==> src/rtl/serial_subtractor.sv <==
// serial_subtractor
//   Bit-serial subtractor computing D = A - B one bit per clock, LSB first,
//   with a single full-subtractor cell and a borrow register. Operands are
//   accepted through a start/busy/done handshake. Results are loaded only
//   when the last bit is produced and hold until the next completion.
//
// Ports
//   clk    in   rising-edge clock
//   rst    in   synchronous active-high reset
//   start  in   request; sampled only while busy = 0
//   A      in   minuend, captured on the accepting edge
//   B      in   subtrahend, captured on the accepting edge
//   busy   out  high while the serial computation runs
//   done   out  one-cycle pulse; D/Bout/ovf valid
//   D      out  A - B mod 2^WIDTH
//   Bout   out  final borrow (1 iff A < B unsigned)
//   ovf    out  signed overflow flag
module serial_subtractor #(
  parameter int WIDTH = 8
) (
  input  logic             clk,
  input  logic             rst,
  input  logic             start,
  input  logic [WIDTH-1:0] A,
  input  logic [WIDTH-1:0] B,
  output logic             busy,
  output logic             done,
  output logic [WIDTH-1:0] D,
  output logic             Bout,
  output logic             ovf
);

  localparam int CW = $clog2(WIDTH + 1);
  localparam logic [CW-1:0] LAST = CW'(WIDTH - 1);

  typedef enum logic [1:0] {
    S_IDLE = 2'd0,
    S_RUN  = 2'd1,
    S_DONE = 2'd2
  } state_t;

  state_t           r_state;
  logic [WIDTH-1:0] r_a;
  logic [WIDTH-1:0] r_b;
  // Holds the WIDTH-1 most recently produced bits; the final bit joins them
  // on the completing edge so D is loaded in the same cycle it is finished.
  logic [WIDTH-2:0] r_res;
  logic             r_br;
  logic [CW-1:0]    r_cnt;
  logic             r_a_msb;
  logic             r_b_msb;
  logic             r_busy;
  logic             r_done;
  logic [WIDTH-1:0] r_d;
  logic             r_bout;
  logic             r_ovf;

  logic             w_a0;
  logic             w_b0;
  logic             w_d;
  logic             w_br_next;
  logic [WIDTH-1:0] w_res_next;
  logic             w_last;

  // Full-subtractor cell
  assign w_a0       = r_a[0];
  assign w_b0       = r_b[0];
  assign w_d        = w_a0 ^ w_b0 ^ r_br;
  assign w_br_next  = (~w_a0 & w_b0) | (~(w_a0 ^ w_b0) & r_br);
  // New bit enters from the MSB side; after WIDTH shifts bit 0 is the LSB.
  assign w_res_next = {w_d, r_res};
  assign w_last     = (r_cnt == LAST);

  always_ff @(posedge clk) begin
    if (rst) begin
      r_state <= S_IDLE;
      r_a     <= '0;
      r_b     <= '0;
      r_res   <= '0;
      r_br    <= 1'b0;
      r_cnt   <= '0;
      r_a_msb <= 1'b0;
      r_b_msb <= 1'b0;
      r_busy  <= 1'b0;
      r_done  <= 1'b0;
      r_d     <= '0;
      r_bout  <= 1'b0;
      r_ovf   <= 1'b0;
    end else begin
      unique case (r_state)
        S_RUN: begin
          r_a   <= r_a >> 1;
          r_b   <= r_b >> 1;
          r_res <= w_res_next[WIDTH-1:1];
          r_br  <= w_br_next;
          r_cnt <= r_cnt + 1'b1;
          if (w_last) begin
            r_state <= S_DONE;
            r_busy  <= 1'b0;
            r_done  <= 1'b1;
            r_d     <= w_res_next;
            r_bout  <= w_br_next;
            // w_d is the result MSB on the final bit
            r_ovf   <= (r_a_msb != r_b_msb) && (w_d != r_a_msb);
          end
        end
        default: begin
          // IDLE and DONE both accept a new operation (busy = 0 in both)
          r_done <= 1'b0;
          if (start) begin
            r_state <= S_RUN;
            r_busy  <= 1'b1;
            r_a     <= A;
            r_b     <= B;
            r_a_msb <= A[WIDTH-1];
            r_b_msb <= B[WIDTH-1];
            r_br    <= 1'b0;
            r_cnt   <= '0;
          end else begin
            r_state <= S_IDLE;
            r_busy  <= 1'b0;
          end
        end
      endcase
    end
  end

  assign busy = r_busy;
  assign done = r_done;
  assign D    = r_d;
  assign Bout = r_bout;
  assign ovf  = r_ovf;

endmodule

==> config.mk <==
export PLATFORM = sky130hd
export DESIGN_NAME = serial_subtractor
export DESIGN_NICKNAME = d
export VERILOG_FILES = /design/src/rtl/serial_subtractor.sv
export SDC_FILE = /design/constraint.sdc
export NUM_CORES = 1
export LEC_CHECK = 0
export BUFFER_PORTS_ARGS = -buffer_cell sky130_fd_sc_hd__buf_2
export CELL_PAD_IN_SITES_DETAIL_PLACEMENT = 1
export CELL_PAD_IN_SITES_GLOBAL_PLACEMENT = 1
export CORE_MARGIN = 3
export CORE_UTILIZATION = 41
export CTS_CLUSTER_DIAMETER = 60
export DETAILED_ROUTE_END_ITERATION = 12
export GPL_ROUTABILITY_DRIVEN = 0
export GPL_TIMING_DRIVEN = 1
export HOLD_SLACK_MARGIN = 0.02
export PLACE_DENSITY = 0.78
export SYNTH_ARGS = -nofsm -noshare
export SYNTH_HDL_FRONTEND = slang
export SYNTH_SLANG_ARGS = --single-unit
==> constraint.sdc <==
create_clock -name clk -period 1.95 [get_ports clk]
set_input_delay 0.2925 -clock clk [delete_from_list [all_inputs] [get_ports clk]]
set_output_delay 0.2925 -clock clk [all_outputs]
set_load 0.01 [all_outputs]
==> impl_summary.md <==
Run status
The run finished with clean final reports.

Clock network
The number of cells upsized or downsized after cts is 0. Clock-pin slew was measured on the worst setup and hold paths at 0.09 ns. The tree is rooted in a clkbuf_8. Clock latency on the worst-skew pair, taken at its later pin, is 0.31 ns. TritonCTS created 5 clock buffers. The number of buffers inserted for hold repair after clock tree synthesis is 0. The H-tree depth is 2.

The post-CTS repair timing setup buffer count is 0. The CTS tree is yes. The clock drives 43 sinks.

No sink is reached through more buffers than the 2 on the longest clock path.

Synthesis
Synthesis produced 195 cells. Summing every instance area after synthesis gives 1753 µm². The most area-hungry cell type in the Yosys netlist is dfxtp_1. Synthesis inferred 43 register bits. The total nets after synthesis is 216. The top-area cell type share of the netlist area is 0.4911. Of the total synthesized cell area, the portion taken by XOR and XNOR cells is 0. Sorting the synthesized cells by area gives the leading types as dfxtp_1, mux2i_1, a211oi_1. The number of library cell types mapped by synthesis is 23.

The share of the yosys chip area belonging to registers is 0.4911. The share of synthesized area spent on multiplexers is 0.09993. By count the netlist is led by dfxtp_1, a21oi_1, a211oi_1, nor2_1. dfxtp_1 is the most common cell in the netlist. The dominant combinational cell family by area after synthesis is compound AO/OA/AOI/OAI gates. Counting flops with an async set or reset pin after synthesis yields a share of 0. The adder and majority cell fraction of the synthesized area is 0.01856. The area fraction in compound gates after synthesis is 0.1834.

In the synthesized netlist the dominant register cell turns out to be dfxtp_1. During synthesis, Yosys emitted a total of 0 warnings. The average instance in the mapped netlist occupies 8.989 µm². The simple-gate share of the synthesized area is 0.1549.

In this run, synthesis inferred 0 flip-flops with an integrated enable.

Timing
The setup TNS after final layout is 0 ns. The total count of hold-check failures in the final report is 0. The final max-slew violation count came to 0. For the pin with the worst max-slew slack, the measured transition is 0.5505 ns. Setup repair after global routing left no endpoint under its margin. Based on the critical path, the design can be clocked at up to 665.8 MHz. The clock arrives with 0.009370 ns of skew. Of the available clock period, the critical path in the final layout requires 0.7702. The post-route minimum period is 1.502 ns. The max-slew headroom at the worst pin is 0.6330. The worst slack on hold paths is 0.2526 ns. The count of final setup violators is 0.

Worst setup path
STA classifies the critical path startpoint as a flip-flop. The worst reg2reg path depth is 5. The endpoint of the most critical setup path is ovf. STA classifies the critical path endpoint as a flip-flop. In this run the critical register-to-register path is captured at ovf. The critical path class is reg2reg. The maximum fanout count along the critical path is 4. In this design, the stage delay of the slowest critical-path cell is 0.56 ns. The cell at the slowest stage of the critical path is fa_1. The launching element of the worst setup path is r_br. In this run the register-to-register setup slack is 0.45 ns.

The beginning of the worst register-to-register path is r_br. The signal on the critical path passes through inv_1 > fa_1 > and3b_1 > a21oi_1 > a211oi_1. At the worst endpoint, the required time is 2.18 ns. For the worst setup path, the data arrival time is 1.73 ns.

Worst hold path
The startpoint identified for the worst hold timing path is B[7]. The worst hold path belongs to the class in2reg.

Floorplanning
The number of placed I/O pins is 31. The area enclosed by the die boundary is 5096 µm². The row count is 23. The die is 71.39 µm wide. The area inside the core boundary is 4058 µm². The die outline height is 71.39 µm.

The effective utilization at floorplan is 0.4320.

Route
The first-pass detailed-route iteration total is 4. The detailed router finished its first iteration with 67 violations. The average wire per cell in the routed design is 16.13 µm. The routed layout has 1,511 vias. For this run, design rule violations remaining after detail routing come to 0. In the routed layout, each cell is associated on average with a via count of 5.555. In this run the remaining antenna-violating nets after routing total 0.

The post-detailed-routing wire length is 4386 µm.

Cells and area
The number of antenna diodes in the final layout is 0. The layout filler cell count is 491. The relative area change from synthesis to final layout is 16.56%. The finished layout holds 272 standard cells, fillers aside. After the last flow step, the layout net total stands at 242. The share of final-layout standard cells stronger than drive strength 1 is 0.2072.

Placement
The number of placed instances with taps included is 264. Port buffering added 30 buffers. Summed over all nets, the half-perimeter wirelength after detailed placement is 3046 µm.

Global route
The pin count of the biggest net entering global routing is 37. The initial antenna violation count was 0. The via count of the first global-routing pass is 1,623. For this run the aggregate overflow at the end of global routing stands at 0. The first global-routing pass estimated 7679 µm of wire.

Across every metal layer, demand over resource in global routing totals 0.1923.

Power and ir drop
For this design the static power due to leakage is 0.8349 nW. The worst-case IR drop observed on VDD is 445.3 µV. The power density over the cells is 894.3 nW/µm².

Flow run
The tool flagged a number of max-cap violations equal to 0.
## power by group
| part | internal [mW] | leakage, nW | total (mW) | switching, mW |
|---|---|---|---|---|
| registers | 0.914 | 0.351 | 0.937 | 0.0225 |
| logic | 0.0748 | 0.426 | 0.182 | 0.107 |
| clock network | 0.381 | 0.0581 | 0.708 | 0.327 |
| total | 1.37 | 0.835 | 1.83 | 0.456 |
## critical path, delay by kind of cell (launching register included)
kind / cells / cell delay (ns)
adders and majority gates: 1 / 0.56
AOI/OAI and AO/OA: 2 / 0.25
buffers and inverters: 1 / 0.07
DFF: 1 / 0.36
and+or+nand+nor: 1 / 0.18
## metal layers
layer / part of all wire / vias to the layer above / wire length [µm] / track usage
met1: 0.43 / 750 / 1879 / 0.2271
met4: 0.0062 / 0 / 27 / 0.06263
met2: 0.52 / 23 / 2286 / 0.3327
met5: 0 / - / 0 / 0
li1: - / 736 / - / -
met3: 0.044 / 2 / 192 / 0.05750
## worst min-delay path by stage
stage / end / depth (start not counted) / slack, ns
2_1_floorplan: r_res[0] / 2 / 0.44
3_3_place_gp: r_res[0] / 2 / 0.44
3_5_place_dp: r_res[0] / 2 / 0.46
4_1_cts: r_b_msb / 3 / 0.24
5_1_grt: r_b_msb / 3 / 0.24
6_report: r_b_msb / 3 / 0.25
## sequential cells by signal, indices dropped and copies added (netlist names), 2 cells and up
register  count
r_cnt         4
D             8
r_state       2
r_a           8
r_b           8
r_res         7
## placed cells by master, fill, tap and decap left out
| cell | instances |
|---|---|
| a211oi_1 | 17 |
| a211oi_2 | 1 |
| a21oi_1 | 24 |
| a31oi_1 | 1 |
| and3b_1 | 2 |
| buf_2 | 30 |
| buf_4 | 6 |
| bufinv_16 | 1 |
| clkbuf_8 | 5 |
| clkinv_2 | 1 |
| clkinv_4 | 1 |
| dfxtp_1 | 43 |
| fa_1 | 1 |
| ha_1 | 1 |
| inv_1 | 3 |
| mux2_4 | 1 |
| mux2i_1 | 16 |
| nand2_1 | 15 |
| nand2b_1 | 3 |
| nand3_1 | 16 |
| nand3b_1 | 1 |
| nor2_1 | 17 |
| nor2b_1 | 1 |
| nor3_1 | 3 |
| o21ai_0 | 11 |
| or3_1 | 1 |
## final cells by class
type / count / area (µm²) / area share
clock buffers: 5 / 68.82 / 0.03368
clock inverters: 3 / 43.79 / 0.02143
inverters: 3 / 11.26 / 0.005511
multi-input cells: 132 / 800.8 / 0.3919
flip-flops and latches: 43 / 860.8 / 0.4213
well taps: 50 / 62.56 / 0.03062
repair buffers: 36 / 195.2 / 0.09553
## kinds of logic after synthesis
group	after synthesis
compound gates	54
simple gates	59
buf+inv	20
mux	17
flops	43
fa+ha+maj	2
## per-stage QoR
stage                     area [µm²]  power (mW)  setup slack, ns    util
after floorplan                 1753       1.080           0.5845       -
after global placement          1931       1.123           0.5403  0.4758
after detailed placement        1931       1.138           0.4713  0.4758
after CTS                       2043       1.843           0.4393  0.5035
after global routing            2043       1.911           0.3380  0.5035
final                           2043       1.827           0.4480  0.5035
Note: power is estimated with default switching activity, not from simulation.
